--- src/rtl/mem_stage.sv ---
// Memory-access stage: byte/half/word loads and stores over a req/gnt/rvalid port.
// Ports: EX-MEM inputs (*_i), dmem_* port, stall_o, registered writeback result.
module mem_stage #(
  parameter int WIDTH    = 32,
  parameter int ADDR_LEN = 32
) (
  input  logic                clk,
  input  logic                reset,
  input  logic                valid_i,
  input  logic [ADDR_LEN-1:0] pc_i,
  input  logic [WIDTH-1:0]    alu_out_i,
  input  logic [WIDTH-1:0]    store_data_i,
  input  logic [4:0]          rd_addr_i,
  input  logic                rf_w_en_i,
  input  logic [1:0]          wbsel_i,
  input  logic [1:0]          mem_op_i,
  input  logic [1:0]          mem_size_i,
  input  logic                mem_unsigned_i,
  output logic                stall_o,
  output logic                dmem_req_o,
  output logic                dmem_we_o,
  output logic [ADDR_LEN-1:0] dmem_addr_o,
  output logic [3:0]          dmem_be_o,
  output logic [WIDTH-1:0]    dmem_wdata_o,
  input  logic                dmem_gnt_i,
  input  logic                dmem_rvalid_i,
  input  logic [WIDTH-1:0]    dmem_rdata_i,
  output logic                valid_o,
  output logic [WIDTH-1:0]    wb_data_o,
  output logic [4:0]          rd_addr_o,
  output logic                rf_w_en_o,
  output logic                misalign_o
);

  localparam logic [1:0] IDLE = 2'd0;
  localparam logic [1:0] REQ  = 2'd1;
  localparam logic [1:0] RESP = 2'd2;

  logic [1:0]          state;
  logic [ADDR_LEN-1:0] addr_q;
  logic                we_q;
  logic [3:0]          be_q;
  logic [WIDTH-1:0]    wdata_q;
  logic [1:0]          size_q;
  logic                uns_q;
  logic [1:0]          wbsel_q;
  logic [4:0]          rd_q;
  logic                wen_q;
  logic [ADDR_LEN-1:0] pc4_q;

  logic                accept;
  logic                is_mem;
  logic                is_byte;
  logic                is_half;
  logic                misal;
  logic [ADDR_LEN-1:0] addr_d;
  logic [ADDR_LEN-1:0] pc4_d;
  logic [3:0]          be_d;
  logic [WIDTH-1:0]    wdata_d;
  logic [WIDTH-1:0]    lane;
  logic [WIDTH-1:0]    ext;

  function automatic logic [WIDTH-1:0] wb_mux(
    input logic [1:0]          sel,
    input logic [WIDTH-1:0]    alu,
    input logic [WIDTH-1:0]    mem,
    input logic [ADDR_LEN-1:0] pc4
  );
    logic [WIDTH-1:0] r;
    r = '0;
    unique case (sel)
      2'b00:   r = alu;
      2'b01:   r = mem;
      2'b10:   r = WIDTH'(pc4);
      default: r = '0;
    endcase
    return r;
  endfunction

  assign accept  = valid_i && (state == IDLE);
  assign is_mem  = (mem_op_i == 2'b01) || (mem_op_i == 2'b10);
  assign is_byte = (mem_size_i == 2'b00);
  assign is_half = (mem_size_i == 2'b01);
  assign addr_d  = ADDR_LEN'(alu_out_i);
  assign pc4_d   = pc_i + ADDR_LEN'(4);
  assign misal   = is_mem &&
                   ((is_half && addr_d[0]) ||
                    (!is_byte && !is_half && (addr_d[1:0] != 2'b00)));

  always_comb begin
    be_d    = 4'b1111;
    wdata_d = store_data_i;
    unique case (1'b1)
      is_byte: begin
        be_d    = 4'b0001 << addr_d[1:0];
        wdata_d = {4{store_data_i[7:0]}};
      end
      is_half: begin
        be_d    = 4'b0011 << addr_d[1:0];
        wdata_d = {2{store_data_i[15:0]}};
      end
      default: begin
        be_d    = 4'b1111;
        wdata_d = store_data_i;
      end
    endcase
  end

  // Requested lane moved down to bit 0, then extended per size.
  assign lane = dmem_rdata_i >> {addr_q[1:0], 3'b000};

  always_comb begin
    ext = lane;
    unique case (size_q)
      2'b00: ext = uns_q ? {24'd0, lane[7:0]}
                         : {{24{lane[7]}}, lane[7:0]};
      2'b01: ext = uns_q ? {16'd0, lane[15:0]}
                         : {{16{lane[15]}}, lane[15:0]};
      default: ext = lane;
    endcase
  end

  assign stall_o      = (state != IDLE);
  assign dmem_req_o   = (state == REQ);
  assign dmem_we_o    = dmem_req_o && we_q;
  assign dmem_addr_o  = dmem_req_o ? {addr_q[ADDR_LEN-1:2], 2'b00} : '0;
  assign dmem_be_o    = dmem_req_o ? be_q : 4'b0000;
  assign dmem_wdata_o = dmem_req_o ? wdata_q : '0;

  always_ff @(posedge clk or posedge reset) begin
    if (reset) begin
      state      <= IDLE;
      addr_q     <= '0;
      we_q       <= 1'b0;
      be_q       <= 4'b0000;
      wdata_q    <= '0;
      size_q     <= 2'b00;
      uns_q      <= 1'b0;
      wbsel_q    <= 2'b00;
      rd_q       <= 5'd0;
      wen_q      <= 1'b0;
      pc4_q      <= '0;
      valid_o    <= 1'b0;
      wb_data_o  <= '0;
      rd_addr_o  <= 5'd0;
      rf_w_en_o  <= 1'b0;
      misalign_o <= 1'b0;
    end else begin
      valid_o    <= 1'b0;
      rf_w_en_o  <= 1'b0;
      misalign_o <= 1'b0;
      unique case (state)
        IDLE: begin
          if (accept) begin
            if (is_mem && !misal) begin
              state   <= REQ;
              addr_q  <= addr_d;
              we_q    <= (mem_op_i == 2'b10);
              be_q    <= be_d;
              wdata_q <= wdata_d;
              size_q  <= mem_size_i;
              uns_q   <= mem_unsigned_i;
              wbsel_q <= wbsel_i;
              rd_q    <= rd_addr_i;
              wen_q   <= rf_w_en_i;
              pc4_q   <= pc4_d;
            end else begin
              valid_o   <= 1'b1;
              rd_addr_o <= rd_addr_i;
              if (misal) begin
                misalign_o <= 1'b1;
                wb_data_o  <= '0;
              end else begin
                wb_data_o <= wb_mux(wbsel_i, alu_out_i, '0, pc4_d);
                rf_w_en_o <= rf_w_en_i && (rd_addr_i != 5'd0);
              end
            end
          end
        end
        REQ: begin
          if (dmem_gnt_i) begin
            if (we_q) begin
              state     <= IDLE;
              valid_o   <= 1'b1;
              wb_data_o <= '0;
              rd_addr_o <= rd_q;
            end else begin
              state <= RESP;
            end
          end
        end
        RESP: begin
          if (dmem_rvalid_i) begin
            state     <= IDLE;
            valid_o   <= 1'b1;
            wb_data_o <= wb_mux(wbsel_q, '0, ext, pc4_q);
            rd_addr_o <= rd_q;
            rf_w_en_o <= wen_q && (rd_q != 5'd0);
          end
        end
        default: state <= IDLE;
      endcase
    end
  end

endmodule

--- config.mk ---
export PLATFORM = sky130hd
export DESIGN_NAME = mem_stage
export DESIGN_NICKNAME = d
export VERILOG_FILES = /design/src/rtl/mem_stage.sv
export SDC_FILE = /design/constraint.sdc
export NUM_CORES = 1
export LEC_CHECK = 0
export CAP_MARGIN = 15
export CORE_MARGIN = 3
export CORE_UTILIZATION = 25
export CTS_CLUSTER_DIAMETER = 50
export CTS_CLUSTER_SIZE = 14
export DETAILED_ROUTE_END_ITERATION = 6
export PLACE_DENSITY = 0.45
export SYNTH_ARGS = -nofsm -noshare
export SYNTH_HDL_FRONTEND = slang
export SYNTH_SLANG_ARGS = --single-unit
--- constraint.sdc ---
create_clock -name clk -period 13.65 [get_ports clk]
set_clock_uncertainty 0.15 [all_clocks]
set_input_delay 1.365 -clock clk [delete_from_list [all_inputs] [get_ports clk]]
set_output_delay 1.365 -clock clk [all_outputs]
set_load 0.03 [all_outputs]
==> out/metrics.cfg, run 1 <==
[setup_path]
crit_buf_inv = 3
critPathTopFamily = buffers and inverters
reg2regPathDepth = 6
rr_endpoint = wb_data_o[31]
cp.arrival_ps = 2840
end_kind = output pin
crit_type = flop to output pin
critPathMaxFanout = 42
required_ps = 12140
cpMaxStageDelayCell = clkdlybuf4s50_1
critPathMaxStageDelay_ps = 680
path_cells = inv_1 -> ha_2 -> buf_4 -> and2_1 -> clkdlybuf4s50_1
r2r_slack_ps = 10230
critPathLaunchType = flop
rr_startpoint = state[0]

[route]
drt-initial-drc-count = 577
viasPerCell = 4.88
drc_errors = 0
postRouteAntennaNets = 0
dr_total_vias = 8381
wl_mm = 35.8
firstDrtPassIters = 5
avgRoutedWirePerCell_um = 20.8

[sta]
min_period_ps = 4360
finalCritPeriodShare = 0.319
tightest_slew_ps = 968
fin_tns_setup_ps = 0
fmax_mhz = 230
setup_viol = 0
finalHoldViolCount = 0
grt_setup_unrepaired = false
timing.slew.headroom = 0.355
slew_viol_final = 0
timing.final.ws_setup_ps = 9290

[global_routing]
antenna_found_initial = 1
grt_max_degree = 94
grt_pass1_wl_mm = 54.0
grtUsageTotal = 0.186
gr-total-overflow = 0
grt_pass1_vias = 8477

[die]
die_w_um = 194
core_um2 = 34600
die_height_um = 194
start_util = 0.254
core.rowCount = 68
die_area_um2 = 37500
ios = 257

[worst_hold_path]
min_from = addr_q[19]
hold_end = addr_q[19]
hold_path_class = flop to flop
hold_depth = 2

[placement]
hpwlAfterDp_mm = 25.8
gp_congestion = 0.803
place_ws_ps = 8890
portBuffers = 254

[finish]
antenna_cells = 0
area_growth_pct = 40.1
drive_gt1_frac = 0.0522
nets = 1405

[power_and_ir_drop]
p_per_area_nw_per_um2 = 201
finalPower_w = 0.00249
ir_worst_vdd_uv = 91.4
p_leak_nw = 5.18

[cts]
numCtsBuffers = 17
worst_skew_pair.late_latency_ps = 430
cts_tree = done
postCtsResizedCells = 0
cts_root_buf = clkbuf_16
postCtsHoldBufs = 0
cts_buffer_depth = 2
clkSinkCount = 154
cts_setup_buffers = 0
htree_levels = 4
clkTransAtPathRegs_ps = 70

[yosys]
synth_edf_count = 0
synth_seq_cells = 154
synth_cell_type_count = 68
synth_cells = 1037
async_flop_share = 1.00
yosys_most_used_dff = dfrtp_1
ys_seq_area_frac = 0.437
synth_area_um2 = 8810
syn_area_per_cell_um2 = 8.50
yosys_warnings = 0

[flow_run]
maxCapViolations = 0

[run_status]
status = completed

area by class of cell:
type | instances | area, µm²
clock buffer | 19 | 433
multi-input combinational | 788 | 4610
fill | 3607 | 22300
clock inverter | 13 | 145
inverter | 23 | 91.3
sequential | 154 | 3850
timing repair buffer | 267 | 2640
tap | 455 | 569
per-stage QoR:
| step | hold slack (ps) | utilization | instances | instance area, µm² |
|---|---|---|---|---|
| 6_report | 317 | 0.356 | 1719 | 12300 |
| 5_1_grt | 340 | 0.356 | 1719 | 12300 |
| 4_1_cts | 322 | 0.356 | 1719 | 12300 |
| 3_5_place_dp | 306 | 0.340 | 1687 | 11800 |
| 3_3_place_gp | 301 | 0.340 | 1687 | 11800 |
| 2_1_floorplan | 281 | - | 1038 | 8820 |
worst reg2reg max path, stage by stage, from the launching register on:
cell,delay [ps]
dfrtp_1,400
inv_1,80
ha_1,530
and3b_1,790
nand4_1,830
a21o_1,410
o311ai_0,110
cells in the final DEF (no fill, tap or decap), types with 4 or more instances in the layout:
cell type	netlist	final
a211o_1	12	12
a211oi_1	6	6
a21o_1	7	7
a21oi_1	37	37
a221o_1	5	5
a22oi_1	13	13
a2bb2oi_1	7	7
a31oi_1	25	25
a32oi_1	8	8
and2_1	70	70
and3_1	7	7
buf_4	2	13
clkbuf_16	0	17
clkdlybuf4s50_1	0	253
clkinvlp_4	0	6
dfrtp_1	154	154
ha_1	8	7
inv_1	23	22
inv_6	0	4
mux2i_1	50	50
nand2_1	242	242
nand3_1	13	12
nand4_1	7	7
nor2_1	74	74
nor2b_1	10	10
nor3_1	8	8
nor4_1	6	6
o21a_1	5	5
o21ai_0	79	79
o221ai_1	8	8
xnor2_1	15	15
xor2_1	9	9
synth_stat cells (3+ instances only):
master     instances  area, µm²
a21o_1             7       52.6
a32oi_1            8       70.1
and2_1            70        438
and3_1             7       43.8
xor2_1             9       78.8
mux2i_1           50        500
or2_2              3       18.8
a221o_1            5       50.1
a221oi_1           3       26.3
nor2_1            74        278
a21oi_1           37        185
buf_2             16       80.1
o21a_1             5       37.5
nand2_1          242        908
o31ai_1            3       22.5
nand3b_1           3       22.5
and4_1             3       26.3
nor3_1             8       40.0
a211oi_1           6       45.0
dfrtp_1          154       3850
a2bb2oi_1          7       61.3
buf_1              5       18.8
o21ai_0           79        395
inv_1             23       86.3
nand3_1           13       65.1
mux2_2             3       33.8
nand4_1            7       43.8
o211ai_1           3       22.5
clkbuf_1          49        184
nor4_1             6       37.5
a211o_1           12        105
o221ai_1           8       70.1
a31oi_1           25        156
nor2b_1           10       62.6
xnor2_1           15        131
a32o_1             3       30.0
ha_1               8        100
a22oi_1           13       97.6
where the power goes:
| part | switching, W | total, W | internal (W) |
|---|---|---|---|
| Sequential | 0.000118 | 0.000791 | 0.000673 |
| Clock | 0.000216 | 0.000488 | 0.000271 |
| Combinational | 0.000734 | 0.00121 | 0.000474 |
logic make-up (layout without fill, tap and decap cells):
kind of cell,after synthesis,after routing,synth area share
xor+xnor,24,24,0.0239
other cells,1,2,0.000426
mux,54,54,0.0632
compound gates,239,239,0.177
buf+inv,96,322,0.0442
flops,154,154,0.437
simple gates,461,461,0.242
fa+ha+maj,8,8,0.0114
state kept, by name, indices dropped and copies added, names as in the netlist:
name        flops
wb_data_o      32
we_q            1
pc4_q          32
uns_q           1
rd_addr_o       5
wdata_q        32
rf_w_en_o       1
addr_q         32
valid_o         1
size_q          2
wbsel_q         2
state           2
misalign_o      1
wen_q           1
rd_q            5
be_q            4
worst max-delay path by stage:
stage / slack (ps) / endpoint / start / cells past startpoint
after floorplan: 7990 / addr_q[0] / reset / 1
after global placement: 8980 / pc4_q[18] / mem_size_i[0] / 7
after detailed placement: 8890 / pc4_q[18] / alu_out_i[0] / 6
after CTS: 9180 / dmem_we_o / state[1] / 5
after global routing: 9070 / dmem_wdata_o[7] / state[1] / 5
final: 9290 / dmem_we_o / state[1] / 5
metal layers:
| metal | up-vias | track usage | share of wire |
|---|---|---|---|
| met5 | - | 0 | 0.00031 |
| met4 | 2 | 0.0388 | 0.012 |
| met3 | 30 | 0.0558 | 0.075 |
| met2 | 307 | 0.295 | 0.46 |
| met1 | 4029 | 0.253 | 0.45 |
| li1 | 4013 | - | - |
Power figures use the tool's default switching activity.
==> run 2: changes to the inputs <==
- PLACE_DENSITY: 0.45 -> 0.46
- clock period: 13.65 -> 4 ns (I/O delays scaled with it)
==> out/metrics.cfg, run 2 (synthesis gave the netlist of run 1 again) <==
[run_status]
status = completed

[die]
ios = 257  ; unchanged
core.rowCount = 68  ; unchanged
die_area_um2 = 37500  ; unchanged
die_w_um = 194  ; unchanged
core_um2 = 34600  ; unchanged
start_util = 0.254  ; unchanged
die_height_um = 194  ; unchanged

[cts]
worst_skew_pair.late_latency_ps = 440  ; about the same
postCtsHoldBufs = 0  ; unchanged
htree_levels = 4  ; unchanged
cts_root_buf = clkbuf_16
postCtsResizedCells = 0  ; unchanged
cts_tree = done
cts_buffer_depth = 2  ; unchanged
clkTransAtPathRegs_ps = 70  ; about the same
numCtsBuffers = 17  ; unchanged
cts_setup_buffers = 0  ; unchanged
clkSinkCount = 154  ; unchanged

[route]
dr_total_vias = 8443  ; +0.74%
drc_errors = 0  ; unchanged
postRouteAntennaNets = 0  ; unchanged
firstDrtPassIters = 5  ; unchanged
wl_mm = 35.5  ; -0.84%
viasPerCell = 4.87  ; -0.13%
avgRoutedWirePerCell_um = 20.5  ; -1.7%
drt-initial-drc-count = 518  ; -10%

[power_and_ir_drop]
seq_power_share = 0.319  ; about the same
ir_worst_vdd_uv = 429  ; +370%
p_clk_frac = 0.200  ; +0.004
netSwitchingFraction = 0.428  ; -0.00165
p_per_area_nw_per_um2 = 686  ; +240%
switchingPower_w = 0.00368  ; +240%
p_int_w = 0.00491  ; +250%
p_leak_nw = 5.29  ; +2.2%
power_frac_comb = 0.482  ; -0.004

[sta]
setup_viol = 0  ; unchanged
finalHoldViolCount = 0  ; unchanged
min_period_ps = 3170
fmax_mhz = 315
fin_tns_setup_ps = 0  ; unchanged
finalCritPeriodShare = 0.793
tightest_slew_ps = 983  ; +14.6 ps
timing.slew.headroom = 0.345  ; -0.00975
slew_viol_final = 0  ; unchanged
grt_setup_unrepaired = false

[setup_path]
rr_endpoint = wb_data_o[28]
rr_startpoint = state[1]
end_kind = output pin
cp.arrival_ps = 2620  ; -220 ps
crit_end = dmem_be_o[1]
critPathLaunchType = flop
crit_type = flop to output pin
startpoint = state[1]
reg2regPathDepth = 8  ; +2
required_ps = 3450  ; -8690 ps
r2r_slack_ps = 1350  ; -8880 ps
critPathMaxFanout = 33  ; -21%

[placement]
hpwlAfterDp_mm = 26.3  ; +2.1%
portBuffers = 254  ; unchanged
gp_congestion = 0.806  ; +0.34%
dpl_cell_area_um2 = 11900  ; +1.2%

[flow_run]
maxCapViolations = 0  ; unchanged

[finish]
nets = 1419  ; +1.0%
drive_gt1_frac = 0.0634  ; +0.0112
final_common_cell = clkdlybuf4s50_1
area_growth_pct = 41.9
n_fill_cell = 3622  ; +0.42%
final_cell_mix = clkdlybuf4s50_1, nand2_1, dfrtp_1, o21ai_0, nor2_1
design_area_um2 = 12500  ; +1.3%

[global_routing]
grt_pass1_vias = 8549  ; +0.85%
grtUsageTotal = 0.186  ; -0.000441
antenna_found_initial = 3  ; +2
grtUsageMet1 = 0.243  ; -0.00991
gr-total-overflow = 0  ; unchanged
top_usage_layer = met2
gr-usage-met2 = 0.300  ; +0.00576
use_met3 = 0.0551  ; -0.000695
grt_pass1_wl_mm = 53.7  ; -0.63%
grt_max_degree = 70  ; -26%

[worst_hold_path]
hold_path_class = flop to flop

[run 2: cell count changes in the layout (fill, tap and decap cells not counted), sizes merged]
cell / change
clkinvlp: -5
buf: +14
diode: +1
clkinv: +3
inv: +4
clkbuf: -2
[run 2: worst min path at each step]
stage / from / endpoint / slack [ps] / cells past startpoint
6_report: addr_q[13] / addr_q[13] / 320 / 2
5_1_grt: wdata_q[7] / wdata_q[7] / 330 / 2
4_1_cts: addr_q[13] / addr_q[13] / 320 / 2
3_5_place_dp: wdata_q[7] / wdata_q[7] / 300 / 2
3_3_place_gp: wdata_q[4] / wdata_q[4] / 300 / 2
2_1_floorplan: be_q[2] / be_q[2] / 280 / 2
[run 2: power groups by stage]
stage | sequential [W] | clock (W) | combinational, W
detailed placement | 0.00276 | 0 | 0.00418
floorplan | 0.00295 | 0 | 0.00229
finish | 0.00274 | 0.00171 | 0.00414
global route | 0.00283 | 0.00183 | 0.00451
global placement | 0.00275 | 0 | 0.00416
CTS | 0.00274 | 0.00177 | 0.00419
[run 2: area by class of cell]
class | instances | area [µm²] | area share
well taps | 455 | 569 | 0.0455
inverters | 23 | 90.1 | 0.00720
repair buffers | 281 | 2790 | 0.223
flip-flops and latches | 154 | 3850 | 0.308
diodes | 1 | 2.50 | 0.000200
multi-input cells | 788 | 4600 | 0.368
clock inverters | 15 | 179 | 0.0143
clock buffers | 17 | 425 | 0.0340
[run 2: critical path: stages, from the launching register on]
cell,delay [ps]
dfrtp_1,420
inv_1,90
ha_2,400
buf_4,360
and2_1,180
clkdlybuf4s50_1,720
[run 2: metrics by stage]
stage / setup slack, ps / instances / hold WS (ps) / util / power (W)
4_1_cts: 749 / 1733 / 321 / 0.361 / 0.00870
5_1_grt: 609 / 1734 / 332 / 0.361 / 0.00918
6_report: 829 / 1734 / 318 / 0.361 / 0.00859
3_5_place_dp: 789 / 1701 / 305 / 0.344 / 0.00694
2_1_floorplan: 1510 / 1038 / 281 / - / 0.00524
3_3_place_gp: 877 / 1701 / 300 / 0.344 / 0.00691
[run 2: metal layers]
layer  up-vias  routed length [µm]
met5         -                  34
met2       291               16400
li1       4047                   -
met4         4                 637
met1      4062               15700
met3        39                2760
==> run 3: changes to the inputs <==
- clock period: 4 -> 2.9 ns (I/O delays scaled with it)
==> out/metrics.cfg, run 3 (synthesis gave the netlist of run 1 again) <==
[run_status]
status = completed

[route]
dr_wl_met3_mm = 2.50  ; -9.7%
drt-initial-drc-count = 540  ; +4.2%
wl_met2_mm = 16.9  ; +3.4%
postRouteAntennaNets = 0  ; unchanged
drc_errors = 0  ; unchanged
avgRoutedWirePerCell_um = 20.4  ; -0.53%
highest_layer = met5
wl_mm = 35.9  ; +1.2%
dr_total_vias = 8473  ; +0.36%
firstDrtPassIters = 6  ; +1
routedLengthMet1_mm = 16.2  ; +2.9%
viasPerCell = 4.80  ; -1.4%

[die]
start_util = 0.254  ; unchanged
core_um2 = 34600  ; unchanged
die_area_um2 = 37500  ; unchanged
ios = 257  ; unchanged
die_height_um = 194  ; unchanged
core.rowCount = 68  ; unchanged
die_w_um = 194  ; unchanged

[finish]
nets = 1451  ; +2.3%
design_area_um2 = 12900  ; +3.4%
antenna_cells = 0  ; -1
n_fill_cell = 3559  ; -1.7%
drive_gt1_frac = 0.0863  ; +0.0229
final_common_cell = nand2_1
area_growth_pct = 46.8
final_cell_mix = nand2_1, clkdlybuf4s50_1, dfrtp_1, o21ai_0, nor2_1

[setup_path]
required_ps = 2460  ; -990 ps
cp.arrival_ps = 2360  ; -260 ps
end_kind = output pin
critPathMaxStageDelay_ps = 670  ; -50 ps
cpMaxStageDelayCell = clkdlybuf4s50_1
crit_type = flop to output pin
critPathLaunchType = flop
path_cells = inv_1 -> ha_2 -> buf_8 -> and2_1 -> clkdlybuf4s50_1
critPathMaxFanout = 45  ; +36%

[cts]
htree_levels = 4  ; unchanged
clkSinkCount = 154  ; unchanged
cts_root_buf = clkbuf_16
cts_buffer_depth = 2  ; unchanged
clkTransAtPathRegs_ps = 60  ; about the same
postCtsHoldBufs = 0  ; unchanged
postCtsResizedCells = 4  ; +4
numCtsBuffers = 17  ; unchanged
worst_skew_pair.late_latency_ps = 440  ; about the same
cts_tree = done
cts_setup_buffers = 0  ; unchanged

[sta]
fmax_mhz = 357
slew_viol_final = 0  ; unchanged
tightest_slew_ps = 929  ; -53.5 ps
min_period_ps = 2800
hold_slack_ps = 212  ; -106 ps
finalHoldViolCount = 0  ; unchanged
finalCritPeriodShare = 0.967
setup_viol = 0  ; unchanged
timing.slew.headroom = 0.378  ; +0.0334

[global_routing]
antenna_found_initial = 2  ; -1
gr-total-overflow = 0  ; unchanged
grt_max_degree = 69  ; -1.4%
grtUsageTotal = 0.191  ; +0.00519
grt_pass1_wl_mm = 55.4  ; +3.1%
grt_pass1_vias = 8902  ; +4.1%

[flow_run]
maxCapViolations = 0  ; unchanged

[placement]
portBuffers = 254  ; unchanged
gp_congestion = 0.835  ; +3.6%
hpwlAfterDp_mm = 27.0  ; +2.6%
dpl_cell_area_um2 = 12200  ; +2.4%

[power_and_ir_drop]
p_leak_nw = 6.30  ; +19%
ir_worst_vdd_uv = 563  ; +31%
p_per_area_nw_per_um2 = 930  ; +35%

[worst_hold_path]
hold_path_class = input port to async pin

-- run 3: changes by cell type in the layout (fill, tap and decap cells not counted), sizes merged --
cell | previous run | this run
buf | 28 | 60
clkbuf | 17 | 23
clkdlybuf4s50 | 253 | 204
clkinv | 5 | 3
clkinvlp | 1 | 4
diode | 1 | 0
dlygate4sd2 | 0 | 2
dlymetal6s2s | 0 | 47
inv | 30 | 23
-- run 3: where the power goes --
group / internal (W) / switching, W / total, W
registers: 0.00317 / 0.000604 / 0.00377
clock network: 0.00141 / 0.000981 / 0.00239
logic: 0.00243 / 0.00344 / 0.00586
total: 0.00700 / 0.00502 / 0.0120
-- run 3: final cells by class --
class | instances | area [µm²] | share of cell area
Clock buffer | 23 | 508 | 0.0393
Clock inverter | 9 | 110 | 0.00851
Inverter | 23 | 90.1 | 0.00697
Multi-Input combinational cell | 788 | 4600 | 0.356
Sequential cell | 154 | 3850 | 0.298
Tap cell | 455 | 569 | 0.0440
Timing Repair Buffer | 313 | 3200 | 0.248
-- run 3: worst paths after layout --
check / slack (ps) / cells past startpoint / from / to
setup / recovery: 100 / 5 / state[1] / dmem_wdata_o[7]
hold / removal: 210 / 3 / reset / addr_q[29]
setup reg to reg: 510 / 6 / state[0] / wb_data_o[22]
hold reg to reg: 310 / 2 / addr_q[20] / addr_q[20]
max in group asynchronous: 2110 / 3 / reset / addr_q[5]
min in group clk: 270 / 3 / alu_out_i[8] / addr_q[8]
-- run 3: critical path, delay by kind of cell (launching register included) --
kind | cells | cell delay (ps)
buffers and inverters | 3 | 1030
AND/OR/NAND/NOR | 1 | 180
flip-flops | 1 | 410
adder cells (fa/ha/maj) | 1 | 280
-- run 3: metal layers --
metal,up-vias,track usage
li1,4119,-
met1,4039,0.255
met2,285,0.311
met3,26,0.0532
met4,4,0.0394
met5,-,0
-- run 3: through the flow --
stage | total power [W] | utilization | setup slack [ps] | std cells | TNS (ps)
3_3_place_gp | 0.00971 | 0.352 | 151 | 1733 | 0
2_1_floorplan | 0.00722 | - | 469 | 1038 | 0
5_1_grt | 0.0129 | 0.373 | -3.79 | 1765 | -3.79
6_report | 0.0120 | 0.373 | 96.7 | 1765 | 0
3_5_place_dp | 0.00974 | 0.352 | 173 | 1733 | 0
4_1_cts | 0.0122 | 0.370 | 12.3 | 1765 | 0
